==> src/rtl/wb_regfile.sv <==
// Architectural integer register file with same-cycle writeback bypass and a
// pending-write scoreboard that stalls issue on RAW/WAW hazards.
module wb_regfile #(
  parameter int XLEN     = 32,
  parameter int NUM_REGS = 32,
  localparam int AW      = $clog2(NUM_REGS),
  localparam int CW      = AW + 1
) (
  input  logic            clk,
  input  logic            rst,
  input  logic            wb_en,
  input  logic [AW-1:0]   wb_rd_addr,
  input  logic [XLEN-1:0] wb_data,
  input  logic [AW-1:0]   rs1_addr,
  input  logic [AW-1:0]   rs2_addr,
  output logic [XLEN-1:0] rs1_data,
  output logic [XLEN-1:0] rs2_data,
  output logic            rs1_ready,
  output logic            rs2_ready,
  input  logic            issue_valid,
  input  logic            issue_uses_rd,
  input  logic [AW-1:0]   issue_rd_addr,
  output logic            issue_ready,
  input  logic            flush,
  output logic [CW-1:0]   pending_cnt
);

  logic [XLEN-1:0]     regs_q [NUM_REGS];
  logic [XLEN-1:0]     regs_d [NUM_REGS];
  logic [NUM_REGS-1:0] pending_q;
  logic [NUM_REGS-1:0] pending_d;
  logic [CW-1:0]       cnt_q;
  logic [CW-1:0]       cnt_d;

  logic wb_hit1, wb_hit2, wb_hit_rd;
  logic waw, fire;

  function automatic logic [CW-1:0] popcount(input logic [NUM_REGS-1:0] bits);
    logic [CW-1:0] acc;
    acc = '0;
    for (int i = 0; i < NUM_REGS; i++) begin
      acc = acc + CW'(bits[i]);
    end
    return acc;
  endfunction

  // A writeback arriving this cycle both supplies the operand and resolves its hazard.
  always_comb begin
    wb_hit1   = wb_en && (wb_rd_addr == rs1_addr);
    wb_hit2   = wb_en && (wb_rd_addr == rs2_addr);
    wb_hit_rd = wb_en && (wb_rd_addr == issue_rd_addr);

    if (rs1_addr == '0)   rs1_data = '0;
    else if (wb_hit1)     rs1_data = wb_data;
    else                  rs1_data = regs_q[rs1_addr];

    if (rs2_addr == '0)   rs2_data = '0;
    else if (wb_hit2)     rs2_data = wb_data;
    else                  rs2_data = regs_q[rs2_addr];

    rs1_ready = (rs1_addr == '0) || !pending_q[rs1_addr] || wb_hit1;
    rs2_ready = (rs2_addr == '0) || !pending_q[rs2_addr] || wb_hit2;

    waw  = issue_uses_rd && (issue_rd_addr != '0) && pending_q[issue_rd_addr] && !wb_hit_rd;
    fire = issue_valid && rs1_ready && rs2_ready && !waw && !flush;
    issue_ready = fire;
  end

  always_comb begin
    regs_d = regs_q;
    if (wb_en && (wb_rd_addr != '0)) begin
      regs_d[wb_rd_addr] = wb_data;
    end
  end

  // Clear before set so a new producer keeps ownership of a register retiring this cycle.
  always_comb begin
    pending_d = pending_q;
    for (int i = 1; i < NUM_REGS; i++) begin
      if (wb_en && (wb_rd_addr == AW'(i))) pending_d[i] = 1'b0;
      if (fire && issue_uses_rd && (issue_rd_addr == AW'(i))) pending_d[i] = 1'b1;
    end
    if (flush) pending_d = '0;
    pending_d[0] = 1'b0;
    cnt_d = popcount(pending_d);
  end

  always_ff @(posedge clk or posedge rst) begin
    if (rst) begin
      regs_q    <= '{default: '0};
      pending_q <= '0;
      cnt_q     <= '0;
    end else begin
      regs_q    <= regs_d;
      pending_q <= pending_d;
      cnt_q     <= cnt_d;
    end
  end

  assign pending_cnt = cnt_q;

endmodule
==> config.mk <==
export PLATFORM = sky130hd
export DESIGN_NAME = wb_regfile
export DESIGN_NICKNAME = d
export VERILOG_FILES = /design/src/rtl/wb_regfile.sv
export SDC_FILE = /design/constraint.sdc
export NUM_CORES = 2
export LEC_CHECK = 0
export ABC_AREA = 1
export BUFFER_PORTS_ARGS = -buffer_cell sky130_fd_sc_hd__buf_2
export CAP_MARGIN = 0
export CELL_PAD_IN_SITES_DETAIL_PLACEMENT = 1
export CELL_PAD_IN_SITES_GLOBAL_PLACEMENT = 2
export CORE_MARGIN = 5
export CORE_UTILIZATION = 34
export DETAILED_ROUTE_END_ITERATION = 12
export PLACE_DENSITY_LB_ADDON = 0.1
export SYNTH_ARGS = -nofsm -noshare
export SYNTH_HDL_FRONTEND = slang
export SYNTH_SLANG_ARGS = --single-unit
==> constraint.sdc <==
create_clock -name clk -period 35.2 [get_ports clk]
set_clock_uncertainty 0.15 [all_clocks]
set_input_delay 3.52 -clock clk [delete_from_list [all_inputs] [get_ports clk]]
set_output_delay 3.52 -clock clk [all_outputs]
set_load 0.005 [all_outputs]
==> impl_metrics.toml <==
[clock_tree]
cts_buffers = 137
clock_path_buffers = 3
clkLatencyLatePin_ns = 0.79
post_cts.resized_instances = 0
ctsHtreeMaxLevel = 4
cts_root_buffer = "sky130_fd_sc_hd__clkbuf_16"
cts_setup_buffers = 0
clk_pin_slew_ns = 0.05
number_of_buffers_inserted_by_hold_repair_at_cts = 0
cts_num_sinks = 1061
tritoncts_clock_tree = "built"

[detailed_routing]
via_density = 5.98
detail-route-antenna-nets = 0
routed_wire_length_per_instance_um = 30.0
drt_wl_total_mm = 289
first_pass_iters = 5
detail_route.drc_violations = 0
num_vias = 57700
drtIter0Drc = 5897

[logic_synthesis]
ys_dominant_reg_cell = "sky130_fd_sc_hd__dfrtp_1"
number_of_synthesized_flops_with_an_enable_pin = 0
post_synth_inst_count = 7677
async_flop_share_pct = 100
yosys_register_bits = 1061
synth.yosys.warnings = 0
syn-cell-area_um2 = 58100
synth.avg_cell_area_um2 = 7.57
yosysSeqAreaShare_pct = 45.7
synth.net_count = 7765
number_of_distinct_library_cell_variants_in_the_gate_level_netlist_after_synthesis = 46

[power_and_ir_drop]
p_leak_nw = 28.5
ir_drop_uv = 39.2
power_per_cell_area_nw_per_um2 = 57.9

[grt]
grt_use_total_pct = 31.5
vias_in_the_first_global_route = 57500
gr-total-overflow = 0
pin_count_of_the_biggest_net_entering_global_routing = 171
grt_pass1_wl_mm = 420
antenna_found_initial = 17

[layout]
layout_commonest_cell = "sky130_fd_sc_hd__o21ai_0"
drive_gt1_share_pct = 7.35
area_growth_pct = 11.0
final_cell_mix = "sky130_fd_sc_hd__o21ai_0 (1818), sky130_fd_sc_hd__nand2_1 (1534), sky130_fd_sc_hd__dfrtp_1 (1061)"
final_core_util_pct = 38.0
design.final.nets = 7410

[timing]
final_period_minus_worst_setup_slack_ns = 12.02
timing.setup.tns_ns = 0
finalCritPeriodShare_pct = 34.1
finalSetupViolations = 0
worst-slew-pin-transition_ns = 1.32
rsz0062_at_grt = "no"
slew_headroom_pct = 11.2
timing.fmax_mhz = 83.2
final-hold-violation-count = 0
timing_max_transition_violations_final = 0

[floorplan]
core.rowCount = 151
die_area_um2 = 179000
core_area_um2 = 170000
design.portCount = 131
initial_utilization_pct = 34.2
dieWidth_um = 423
fp.dieH_um = 423

[status]
run_status = "finished clean"

[critical_path]
timing.critical_path.fanout_max = 170
worstSetupPathType = "primary input to output port"
worst_ep_arrival_time_ns = 8.35
timing.critical_path.from_type = "primary input"
worstSetupEndpointType = "output port"
worst_endpoint_required_time_ns = 31.53

[placed_design]
placement.io_buffers = 130
detailedPlacementHpwl_mm = 169
routabilityCongestion = 0.860

[flow_run]
maxCapViolCount = 0

[hold_path]
min_path_type = "flip-flop to flip-flop"
## synthesized netlist by cell type (all sizes together), types with 2 or more instances
cell	count	area, um^2
clkinv	3	12.5
a221oi	29	254
fa	23	460
o211ai	258	1940
buf	213	1090
a41oi	4	35.0
clkbuf	546	2050
dfrtp	1061	26600
xor2	2	17.5
a22oi	110	826
o21ai	1828	9150
nor3	19	105
o221ai	92	806
o22ai	14	87.6
nand2	1566	5890
a31oi	4	25.0
o2111ai	13	114
nor2	456	1740
ha	7	87.6
a21oi	590	2960
nand3	358	1850
inv	424	1590
nand4	10	68.8
a211oi	10	75.1
a22o	2	17.5
mux2i	8	80.1
o31ai	23	173
## report_power, final
group | total, mW | internal, mW | switching, mW
clock network | 1.46 | 0.872 | 0.589
registers | 1.59 | 1.44 | 0.154
logic | 0.678 | 0.214 | 0.465
total | 3.73 | 2.53 | 1.21
## layout make-up
| cell class | count | area (um^2) |
|---|---|---|
| flip-flops and latches | 1061 | 26600 |
| inverters | 427 | 1650 |
| clock buffers | 207 | 4120 |
| well taps | 2218 | 2780 |
| clock inverters | 34 | 439 |
| fillers | 20500 | 105000 |
| multi-input cells | 5430 | 27100 |
| diodes | 4 | 10.0 |
| repair buffers | 265 | 1860 |
## logic make-up after synthesis
family	count (synthesis)	share of synthesized area, %
compound gates	2978	28.4
xor+xnor	3	0.0452
fa+ha+maj	30	0.943
flops	1061	45.7
simple gates	2411	16.6
buf+inv	1186	8.17
mux	8	0.138
## worst max-delay path: stages
cell	delay, ns
sky130_fd_sc_hd__buf_8	0.35
sky130_fd_sc_hd__buf_12	0.54
sky130_fd_sc_hd__buf_4	0.76
sky130_fd_sc_hd__buf_12	0.48
sky130_fd_sc_hd__o21ai_0	0.21
sky130_fd_sc_hd__o211ai_1	0.21
sky130_fd_sc_hd__nand3_1	0.11
sky130_fd_sc_hd__nand4_1	0.21
sky130_fd_sc_hd__nor2_1	0.07
sky130_fd_sc_hd__a211oi_1	0.88
sky130_fd_sc_hd__buf_2	0.27
## sequential cells by signal, indices dropped and copies added, names as in the netlist
register,cells
pending_q,31
pending_cnt,6
regs_q,1024
## worst paths after layout
check,from,end,slack (ns),cells after the start
setup / recovery,rs1_addr[0],rs1_data[16],23.18,11
hold / removal,regs_q[1009],regs_q[1009],0.25,0
setup reg to reg,pending_q[2],pending_cnt[4],28.46,26
hold reg to reg,regs_q[1009],regs_q[1009],0.25,0
max in group asynchronous,rst,regs_q[18],29.15,5
min in group asynchronous,rst,regs_q[666],2.71,2
## metrics by stage
| step | cell area (um^2) | std cells | total power, mW | hold slack [ns] | setup slack, ns |
|---|---|---|---|---|---|
| floorplan | 58100 | 7677 | 2.01 | 0.295 | 1.66 |
| global placement | 59900 | 9401 | 2.26 | 0.234 | 23.38 |
| detailed placement | 59900 | 9401 | 2.28 | 0.238 | 23.36 |
| CTS | 64500 | 9642 | 3.75 | 0.251 | 23.35 |
| global route | 64500 | 9642 | 3.91 | 0.259 | 23.16 |
| finish | 64500 | 9646 | 3.73 | 0.252 | 23.18 |
## routing by layer
| metal | global-route usage, % | wire (um) |
|---|---|---|
| met5 | 0 | 35 |
| met4 | 11.6 | 11700 |
| met3 | 5.18 | 19600 |
| met2 | 49.2 | 128000 |
| met1 | 44.1 | 130000 |
(Power assumes the default switching activity.)
